--- config.mk ---
export PLATFORM = sky130hd
export DESIGN_NAME = opendap_swd_host_serial_flat
export DESIGN_NICKNAME = d
export VERILOG_FILES = /design/src/rtl/opendap_swd_pkg.sv /design/src/rtl/opendap_swd_host_serial_if.sv /design/src/rtl/opendap_swd_parity32.sv /design/src/rtl/opendap_swd_host_serial.sv /design/src/flat_wrapper.sv
export SDC_FILE = /design/constraint.sdc
export NUM_CORES = 1
export LEC_CHECK = 0
export CORE_MARGIN = 3
export CORE_UTILIZATION = 45
export DETAILED_ROUTE_END_ITERATION = 12
export GPL_ROUTABILITY_DRIVEN = 0
export GPL_TIMING_DRIVEN = 1
export PLACE_DENSITY = 0.69
export SYNTH_ARGS = -nofsm -noshare
export SYNTH_HDL_FRONTEND = slang
export SYNTH_HIERARCHICAL = 1
export SYNTH_SLANG_ARGS = --single-unit
--- constraint.sdc ---
create_clock -name swclk -period 2 [get_ports swclk]
set_clock_uncertainty 0.05 [all_clocks]
set_input_delay 0.3 -clock swclk [delete_from_list [all_inputs] [get_ports swclk]]
set_output_delay 0.3 -clock swclk [all_outputs]
set_load 0.02 [all_outputs]
--- src/rtl/opendap_swd_pkg.sv ---
// rtl/opendap_swd_pkg.sv - shared SWD encodings for the host serial engine
// Contents: ACK encodings, request-header bit positions, phase state encoding,
// and a helper that assembles the 8-bit request header (index 0 goes on the wire first).
package opendap_swd_pkg;

    localparam logic [2:0] ACK_OK    = 3'b001;
    localparam logic [2:0] ACK_WAIT  = 3'b010;
    localparam logic [2:0] ACK_FAULT = 3'b100;

    localparam int HDR_START = 0;
    localparam int HDR_APNDP = 1;
    localparam int HDR_RNW   = 2;
    localparam int HDR_A2    = 3;
    localparam int HDR_A3    = 4;
    localparam int HDR_PAR   = 5;
    localparam int HDR_STOP  = 6;
    localparam int HDR_PARK  = 7;

    localparam logic [3:0] PH_IDLE   = 4'd0;
    localparam logic [3:0] PH_HDR    = 4'd1;
    localparam logic [3:0] PH_TURN1  = 4'd2;
    localparam logic [3:0] PH_ACK    = 4'd3;
    localparam logic [3:0] PH_RDATA  = 4'd4;
    localparam logic [3:0] PH_TURN2  = 4'd5;
    localparam logic [3:0] PH_WDATA  = 4'd6;
    localparam logic [3:0] PH_TRAIL  = 4'd7;
    localparam logic [3:0] PH_LRESET = 4'd8;

    typedef enum logic [3:0] {
        ST_IDLE   = PH_IDLE,
        ST_HDR    = PH_HDR,
        ST_TURN1  = PH_TURN1,
        ST_ACK    = PH_ACK,
        ST_RDATA  = PH_RDATA,
        ST_TURN2  = PH_TURN2,
        ST_WDATA  = PH_WDATA,
        ST_TRAIL  = PH_TRAIL,
        ST_LRESET = PH_LRESET
    } swd_state_e;

    function automatic logic [7:0] swd_header(input logic ap_ndp, input logic r_nw,
                                              input logic [1:0] addr);
        logic [7:0] h;
        h            = '0;
        h[HDR_START] = 1'b1;
        h[HDR_APNDP] = ap_ndp;
        h[HDR_RNW]   = r_nw;
        h[HDR_A2]    = addr[0];
        h[HDR_A3]    = addr[1];
        h[HDR_PAR]   = ap_ndp ^ r_nw ^ addr[0] ^ addr[1];
        h[HDR_STOP]  = 1'b0;
        h[HDR_PARK]  = 1'b1;
        return h;
    endfunction

endpackage

--- src/rtl/opendap_swd_host_serial_if.sv ---
// rtl/opendap_swd_host_serial_if.sv - command/response bundle of the SWD host engine
// master: command issuer (drives cmd_*, receives cmd_ready and rsp_*).
// slave : the host engine (receives cmd_*, drives cmd_ready and rsp_*).
interface opendap_swd_host_serial_if;
    logic        cmd_valid;
    logic        cmd_ready;
    logic        cmd_line_reset;
    logic        cmd_ap_ndp;
    logic        cmd_r_nw;
    logic [1:0]  cmd_addr;
    logic [31:0] cmd_wdata;
    logic        rsp_valid;
    logic [2:0]  rsp_ack;
    logic [31:0] rsp_rdata;
    logic        rsp_parity_err;

    modport master (
        output cmd_valid, cmd_line_reset, cmd_ap_ndp, cmd_r_nw, cmd_addr, cmd_wdata,
        input  cmd_ready, rsp_valid, rsp_ack, rsp_rdata, rsp_parity_err
    );

    modport slave (
        input  cmd_valid, cmd_line_reset, cmd_ap_ndp, cmd_r_nw, cmd_addr, cmd_wdata,
        output cmd_ready, rsp_valid, rsp_ack, rsp_rdata, rsp_parity_err
    );
endinterface

--- src/rtl/opendap_swd_parity32.sv ---
// rtl/opendap_swd_parity32.sv - combinational 32-bit even-parity reduction
// Ports: data (32-bit in), parity (1-bit out, XOR of all data bits).
module opendap_swd_parity32 (
    input  logic [31:0] data,
    output logic        parity
);
    assign parity = ^data;
endmodule

--- src/rtl/opendap_swd_host_serial.sv ---
// rtl/opendap_swd_host_serial.sv - SWD host: serialises one packet per command onto the line
// Ports: swclk, rst_n (sync, active-low); bus (slave modport: cmd_* in, cmd_ready/rsp_* out);
// swdo/swdo_en registered line drive; swdi line sample.
// Optional: OPENDAP_SWD_HOST_ORUNDETECT_EN adds ctrl_orundetect (data phase on WAIT/FAULT).
module opendap_swd_host_serial
    import opendap_swd_pkg::*;
#(
    parameter int LINE_RESET_CYCLES = 56,
    parameter int IDLE_CYCLES       = 2,
    parameter int SAMPLE_DELAY      = 0
) (
    input  logic                       swclk,
    input  logic                       rst_n,
    opendap_swd_host_serial_if.slave   bus,
    output logic                       swdo,
    output logic                       swdo_en,
`ifdef OPENDAP_SWD_HOST_ORUNDETECT_EN
    input  logic                       ctrl_orundetect,
`endif
    input  logic                       swdi
);
    localparam logic [5:0] LR_CNT    = 6'(LINE_RESET_CYCLES - 1);
    localparam logic [5:0] TRAIL_CNT = 6'(IDLE_CYCLES - 1);
    // ACK phase absorbs the sampling latency, so later phases stay aligned to the wire.
    localparam logic [5:0] ACK_CNT   = 6'(SAMPLE_DELAY + 2);
    localparam logic       TRAIL_VALID_FIRST = (IDLE_CYCLES == 1);

    swd_state_e  state;
    logic [5:0]  cnt;
    logic [6:0]  hdr_sr;
    logic        lr_q, rnw_q, data_go_q, rd_ok_q;
    logic [31:0] wdata_q, rd_sr, wr_sr;
    logic [1:0]  ack_sr;
    logic        rsp_valid_q, rsp_parity_err_q;
    logic [2:0]  rsp_ack_q;
    logic [31:0] rsp_rdata_q;

    logic        swdi_s, orun_allow, rd_par, wr_par, ack_ok, ack_busy, data_go;
    logic [2:0]  ack_now;
    logic [7:0]  hdr;

    generate
        if (SAMPLE_DELAY == 0) begin : g_nodly
            assign swdi_s = swdi;
        end else begin : g_dly
            logic [SAMPLE_DELAY-1:0] dly;
            always_ff @(posedge swclk) begin
                if (!rst_n) dly <= '0;
                else        dly <= (SAMPLE_DELAY'(dly) << 1) | SAMPLE_DELAY'(swdi);
            end
            assign swdi_s = dly[SAMPLE_DELAY-1];
        end
    endgenerate

`ifdef OPENDAP_SWD_HOST_ORUNDETECT_EN
    assign orun_allow = ctrl_orundetect;
`else
    assign orun_allow = 1'b0;
`endif

    opendap_swd_parity32 u_rd_par (.data(rd_sr),   .parity(rd_par));
    opendap_swd_parity32 u_wr_par (.data(wdata_q), .parity(wr_par));

    assign hdr      = swd_header(bus.cmd_ap_ndp, bus.cmd_r_nw, bus.cmd_addr);
    // ACK bit0 arrives first, so the newest sample lands in the MSB.
    assign ack_now  = {swdi_s, ack_sr};
    assign ack_ok   = (ack_now == ACK_OK);
    assign ack_busy = (ack_now == ACK_WAIT) || (ack_now == ACK_FAULT);
    assign data_go  = ack_ok || (orun_allow && ack_busy);

    assign bus.cmd_ready      = (state == ST_IDLE);
    assign bus.rsp_valid      = rsp_valid_q;
    assign bus.rsp_ack        = rsp_ack_q;
    assign bus.rsp_rdata      = rsp_rdata_q;
    assign bus.rsp_parity_err = rsp_parity_err_q;

    always_ff @(posedge swclk) begin
        if (!rst_n) begin
            state            <= ST_IDLE;
            cnt              <= '0;
            hdr_sr           <= '0;
            lr_q             <= 1'b0;
            rnw_q            <= 1'b0;
            data_go_q        <= 1'b0;
            rd_ok_q          <= 1'b0;
            wdata_q          <= '0;
            rd_sr            <= '0;
            wr_sr            <= '0;
            ack_sr           <= '0;
            swdo             <= 1'b0;
            swdo_en          <= 1'b1;
            rsp_valid_q      <= 1'b0;
            rsp_ack_q        <= '0;
            rsp_rdata_q      <= '0;
            rsp_parity_err_q <= 1'b0;
        end else begin
            case (state)
                ST_IDLE: begin
                    if (bus.cmd_valid) begin
                        lr_q    <= bus.cmd_line_reset;
                        rnw_q   <= bus.cmd_r_nw;
                        wdata_q <= bus.cmd_wdata;
                        swdo    <= 1'b1;
                        swdo_en <= 1'b1;
                        if (bus.cmd_line_reset) begin
                            state <= ST_LRESET;
                            cnt   <= LR_CNT;
                        end else begin
                            state  <= ST_HDR;
                            cnt    <= 6'd7;
                            hdr_sr <= hdr[7:1];
                        end
                    end
                end
                ST_HDR: begin
                    if (cnt != 6'd0) begin
                        swdo   <= hdr_sr[0];
                        hdr_sr <= {1'b0, hdr_sr[6:1]};
                        cnt    <= cnt - 6'd1;
                    end else begin
                        state   <= ST_TURN1;
                        swdo    <= 1'b0;
                        swdo_en <= 1'b0;
                    end
                end
                ST_TURN1: begin
                    state <= ST_ACK;
                    cnt   <= ACK_CNT;
                end
                ST_ACK: begin
                    if (cnt < 6'd3) ack_sr <= ack_now[2:1];
                    if (cnt != 6'd0) begin
                        cnt <= cnt - 6'd1;
                    end else begin
                        rsp_ack_q        <= ack_now;
                        rsp_parity_err_q <= 1'b0;
                        data_go_q        <= data_go;
                        rd_ok_q          <= ack_ok;
                        if (rnw_q && data_go) begin
                            state <= ST_RDATA;
                            cnt   <= 6'd32;
                        end else begin
                            state <= ST_TURN2;
                        end
                    end
                end
                ST_RDATA: begin
                    if (cnt != 6'd0) begin
                        rd_sr <= {swdi_s, rd_sr[31:1]};
                        cnt   <= cnt - 6'd1;
                    end else begin
                        // Final bit is the parity; overrun reads (non-OK) are discarded.
                        if (rd_ok_q) rsp_rdata_q <= rd_sr;
                        rsp_parity_err_q <= rd_ok_q & (rd_par ^ swdi_s);
                        state            <= ST_TURN2;
                    end
                end
                ST_TURN2: begin
                    if (!rnw_q && data_go_q) begin
                        state   <= ST_WDATA;
                        cnt     <= 6'd32;
                        swdo    <= wdata_q[0];
                        swdo_en <= 1'b1;
                        wr_sr   <= {wr_par, wdata_q[31:1]};
                    end else begin
                        state       <= ST_TRAIL;
                        cnt         <= TRAIL_CNT;
                        swdo        <= 1'b0;
                        swdo_en     <= 1'b1;
                        rsp_valid_q <= TRAIL_VALID_FIRST && !lr_q;
                    end
                end
                ST_WDATA: begin
                    if (cnt != 6'd0) begin
                        swdo  <= wr_sr[0];
                        wr_sr <= {1'b0, wr_sr[31:1]};
                        cnt   <= cnt - 6'd1;
                    end else begin
                        state       <= ST_TRAIL;
                        cnt         <= TRAIL_CNT;
                        swdo        <= 1'b0;
                        swdo_en     <= 1'b1;
                        rsp_valid_q <= TRAIL_VALID_FIRST && !lr_q;
                    end
                end
                ST_LRESET: begin
                    if (cnt != 6'd0) begin
                        cnt <= cnt - 6'd1;
                    end else begin
                        state       <= ST_TRAIL;
                        cnt         <= TRAIL_CNT;
                        swdo        <= 1'b0;
                        swdo_en     <= 1'b1;
                        rsp_valid_q <= TRAIL_VALID_FIRST && !lr_q;
                    end
                end
                ST_TRAIL: begin
                    if (cnt != 6'd0) begin
                        cnt         <= cnt - 6'd1;
                        rsp_valid_q <= (cnt == 6'd1) && !lr_q;
                    end else begin
                        state       <= ST_IDLE;
                        rsp_valid_q <= 1'b0;
                    end
                end
                default: state <= ST_IDLE;
            endcase
        end
    end

endmodule

--- src/flat_wrapper.sv ---
// flat-port wrapper written by rule: the top's interface ports become plain ports
module opendap_swd_host_serial_flat import opendap_swd_pkg::*;
#(
    parameter int LINE_RESET_CYCLES = 56,
    parameter int IDLE_CYCLES       = 2,
    parameter int SAMPLE_DELAY      = 0
)
  (swclk, rst_n, swdo, swdo_en, swdi, bus_cmd_valid, bus_cmd_line_reset, bus_cmd_ap_ndp, bus_cmd_r_nw, bus_cmd_addr, bus_cmd_wdata, bus_cmd_ready, bus_rsp_valid, bus_rsp_ack, bus_rsp_rdata, bus_rsp_parity_err);
  opendap_swd_host_serial_if bus_i ();
  input  logic swclk;
  input  logic rst_n;
  output logic swdo;
  output logic swdo_en;
  input  logic swdi;
  input wire logic [$bits(bus_i.cmd_valid)-1:0] bus_cmd_valid;
  input wire logic [$bits(bus_i.cmd_line_reset)-1:0] bus_cmd_line_reset;
  input wire logic [$bits(bus_i.cmd_ap_ndp)-1:0] bus_cmd_ap_ndp;
  input wire logic [$bits(bus_i.cmd_r_nw)-1:0] bus_cmd_r_nw;
  input wire logic [$bits(bus_i.cmd_addr)-1:0] bus_cmd_addr;
  input wire logic [$bits(bus_i.cmd_wdata)-1:0] bus_cmd_wdata;
  output wire logic [$bits(bus_i.cmd_ready)-1:0] bus_cmd_ready;
  output wire logic [$bits(bus_i.rsp_valid)-1:0] bus_rsp_valid;
  output wire logic [$bits(bus_i.rsp_ack)-1:0] bus_rsp_ack;
  output wire logic [$bits(bus_i.rsp_rdata)-1:0] bus_rsp_rdata;
  output wire logic [$bits(bus_i.rsp_parity_err)-1:0] bus_rsp_parity_err;
  assign bus_i.cmd_valid = bus_cmd_valid;
  assign bus_i.cmd_line_reset = bus_cmd_line_reset;
  assign bus_i.cmd_ap_ndp = bus_cmd_ap_ndp;
  assign bus_i.cmd_r_nw = bus_cmd_r_nw;
  assign bus_i.cmd_addr = bus_cmd_addr;
  assign bus_i.cmd_wdata = bus_cmd_wdata;
  assign bus_cmd_ready = bus_i.cmd_ready;
  assign bus_rsp_valid = bus_i.rsp_valid;
  assign bus_rsp_ack = bus_i.rsp_ack;
  assign bus_rsp_rdata = bus_i.rsp_rdata;
  assign bus_rsp_parity_err = bus_i.rsp_parity_err;
  opendap_swd_host_serial #(.LINE_RESET_CYCLES(LINE_RESET_CYCLES), .IDLE_CYCLES(IDLE_CYCLES), .SAMPLE_DELAY(SAMPLE_DELAY)) u_core (.swclk(swclk), .rst_n(rst_n), .bus(bus_i), .swdo(swdo), .swdo_en(swdo_en), .swdi(swdi));
endmodule
==> results of run 1 <==
-- timing repair --
item / in CTS / in global routing
setup buffers: 0 / 4
pin swaps: 2 / 4
gates resized for setup: 8 / 29
setup endpoints to repair: 42 / 74
cloned: 1 / 0
-- layer usage --
layer | track usage, % | share of wire [%] | wire length [microns] | up-vias
met5 | 0 | 0 | 0 | -
met4 | 6.87 | 1.6 | 290 | 0
met3 | 4.07 | 5.6 | 998 | 21
met2 | 30.8 | 45 | 8170 | 190
met1 | 28.8 | 47 | 8520 | 3042
li1 | - | - | - | 3266
-- cells in the final DEF, fill, tap and decap left out, types with 3 or more instances in the layout --
cell / count
o211a_1: 3
clkbuf_16: 17
nand2_1: 280
nor2_1: 52
nand3_1: 5
o31ai_1: 3
nand4_1: 3
a311oi_2: 11
dfxtp_2: 3
a311oi_1: 26
inv_8: 3
a21o_1: 3
inv_1: 9
and2_1: 3
ha_1: 3
nor2_2: 4
a21oi_1: 115
mux2i_1: 8
nor2b_1: 4
buf_4: 49
inv_6: 3
nor3b_1: 3
nand2b_1: 5
xnor2_1: 61
o21ai_0: 13
clkdlybuf4s50_1: 79
a31oi_1: 8
xor2_1: 8
nor3_2: 3
o211ai_1: 3
buf_12: 9
dfxtp_1: 154
nor3_1: 4
-- registers in the layout, summed over array words and instances, names as in the netlist, 2 cells and up --
name	flops
u_core/state	4
u_core/hdr_sr	7
u_core/bus.rsp_ack	3
u_core/wdata_q	32
u_core/wr_sr	32
u_core/ack_sr	2
u_core/cnt	6
u_core/rd_sr	32
u_core/bus.rsp_rdata	32
-- logic make-up after synthesis --
| group | count (synthesis) | share of synthesized area (%) |
|---|---|---|
| AO/OA/AOI/OAI | 206 | 17.9 |
| buffers and inverters | 76 | 4.61 |
| AND/OR/NAND/NOR | 393 | 23.9 |
| flip-flops | 157 | 43.6 |
| multiplexers | 8 | 1.11 |
| XOR/XNOR | 69 | 8.38 |
| adder cells (fa/ha/maj) | 3 | 0.521 |
-- where the power goes --
group | total [mW] | internal [mW] | switching (mW) | leakage, nW
registers | 3.61 | 3.39 | 0.216 | 1.27
logic | 3.74 | 1.68 | 2.06 | 1.58
clock network | 3.28 | 1.91 | 1.37 | 0.294
-- tightest hold or removal path, cell delays in order --
cell and delay (ns):
clkdlybuf4s50_1 0.39, nand2_1 0.06, a21oi_1 0.05
-- through the flow --
stage / setup TNS (ns) / hold WS, ns / std cells
after floorplan: 0 / 0.386 / 912
after global placement: -3.93 / 0.390 / 1192
after detailed placement: -5.69 / 0.396 / 1192
after CTS: 0 / 0.354 / 1225
after global routing: -0.393 / 0.357 / 1229
final: -0.00229 / 0.366 / 1229
-- final cells by class --
| class | count | area [sq um] | area share (%) |
|---|---|---|---|
| multi-input combinational | 680 | 3890 | 41.9 |
| inverter | 11 | 43.8 | 0.472 |
| tap | 211 | 264 | 2.84 |
| clock buffer | 19 | 443 | 4.77 |
| clock inverter | 13 | 155 | 1.67 |
| timing repair buffer | 138 | 1340 | 14.5 |
| sequential | 157 | 3150 | 33.9 |
-- path summary, 6_finish.rpt --
kind                                          from                                     to  cells after the start
min reg2reg  u_core/bus.rsp_rdata[27]$_SDFFE_PN0P_  u_core/bus.rsp_rdata[27]$_SDFFE_PN0P_                      2
max                     u_core/cnt[5]$_SDFFE_PN0P_           u_core/state[1]$_SDFFE_PN0P_                      7
max reg2reg             u_core/cnt[5]$_SDFFE_PN0P_           u_core/state[1]$_SDFFE_PN0P_                      7
min                              bus_cmd_wdata[19]        u_core/wdata_q[19]$_SDFFE_PN0P_                      3
==> results.json, run 1 <==
{
  "ys_types": 65,
  "ys_ff_latch": 157,
  "synth_warnings": 6,
  "wire_per_inst_microns": 14.6,
  "rsz0062_at_grt": "true",
  "cts_max_level": 4,
  "wl_mm": 18.0,
  "clk_pin_slew_ns": 0.07,
  "antenna_found_initial": 0,
  "final_nets": 1049,
  "setup_violations": 1,
  "dp_hpwl_mm": 11.5,
  "drive_gt1_share_pct": 13.3,
  "die_area_sq_um": 17600,
  "netlist_area_sq_um": 7210,
  "p_leak_nw": 3.15,
  "maxCapViolCount": 0,
  "row_count": 45,
  "synth-seq-area-share_pct": 43.6,
  "viasPerCell": 5.30,
  "clk_latency_ns": 0.43,
  "max_stage_delay_ns": 0.59,
  "cts_tree": "built",
  "synth_area_leaders": "dfxtp_1 44%, nand2_1 15%, a21oi_1 8.0%",
  "gr-total-overflow": 0,
  "clock_sinks": 157,
  "n_antenna_cell": 0,
  "grt_max_degree": 72,
  "violations": "setup timing",
  "syn_inst": 912,
  "vias": 6519,
  "cpMaxStageDelayCell": "or4_4",
  "design_area_sq_um": 9290,
  "r2r_slack_ns": -0.002,
  "async_flop_share_pct": 0,
  "drtIter0Drc": 641,
  "root_buffer": "clkbuf_16",
  "worst-path-max-fanout": 8,
  "slew_headroom_pct": 52.4,
  "syn_nets": 956,
  "grt_pass1_wl_mm": 29.6,
  "antenna_left": 0,
  "hold_buffers": 0,
  "min_period_over_period_pct": 100,
  "slew_viol_final": 0,
  "synth_edf_count": 0,
  "yosysTopAreaCellShare_pct": 43.6,
  "critPathKind": "register to register",
  "initial_core_util_pct": 46.7,
  "timing.fmax_mhz": 499,
  "clock_path_buffers": 2,
  "hp-class": "input pin to register",
  "place_ws_ns": -0.216,
  "grt_pass1_vias": 5996,
  "ios": 81,
  "p_total_mw": 10.6,
  "drt_first_pass_iters": 5,
  "die_h_microns": 133,
  "cts_buffers": 17,
  "yosys-top-cells-count": "281 x nand2_1, 157 x dfxtp_1, 115 x a21oi_1",
  "drc": 0,
  "required_ns": 2.30,
  "worstMarginPinSlew_ns": 0.711,
  "port_buffers": 80,
  "area_growth_pct": 28.8,
  "synth_most_common_cell": "nand2_1",
  "track_usage_pct": 20.3,
  "coreArea_sq_um": 15400,
  "die_w_microns": 133,
  "final-hold-violation-count": 0,
  "min_period_ns": 2.00,
  "setup_slack_ns": -0.00229,
  "cp_top_family": "simple AND/OR/NAND/NOR gates",
  "path_buf_inv": 2,
  "n_fill_cell": 1402,
  "syn_avg_cell_area_sq_um": 7.91,
  "synthFlopType": "dfxtp_1",
  "cp_cell_sequence": "or4_4 -> nor2_8 -> buf_12 -> buf_4 -> o21ai_0 -> a21o_1 -> a21oi_1",
  "vdd_drop_max_mv": 0.697,
  "cp_data_arrival_time_ns": 2.31,
  "worstSetupEndpointType": "register",
  "cp-start-kind": "register",
  "yosysTopAreaCell": "dfxtp_1",
  "fin_util_pct": 60.2,
  "outcome": "complete, but fails checks",
  "power_density_nw_per_um2": 1140,
  "placed_area_sq_um": 8510
}
Note: power is estimated with default switching activity, not from simulation.
==> run 2: changes to the inputs <==
GPL_TIMING_DRIVEN = unset   (was 1)
==> results of run 2 <==
Same layout as run 1: the final DEF is identical, and so are final timing and power.
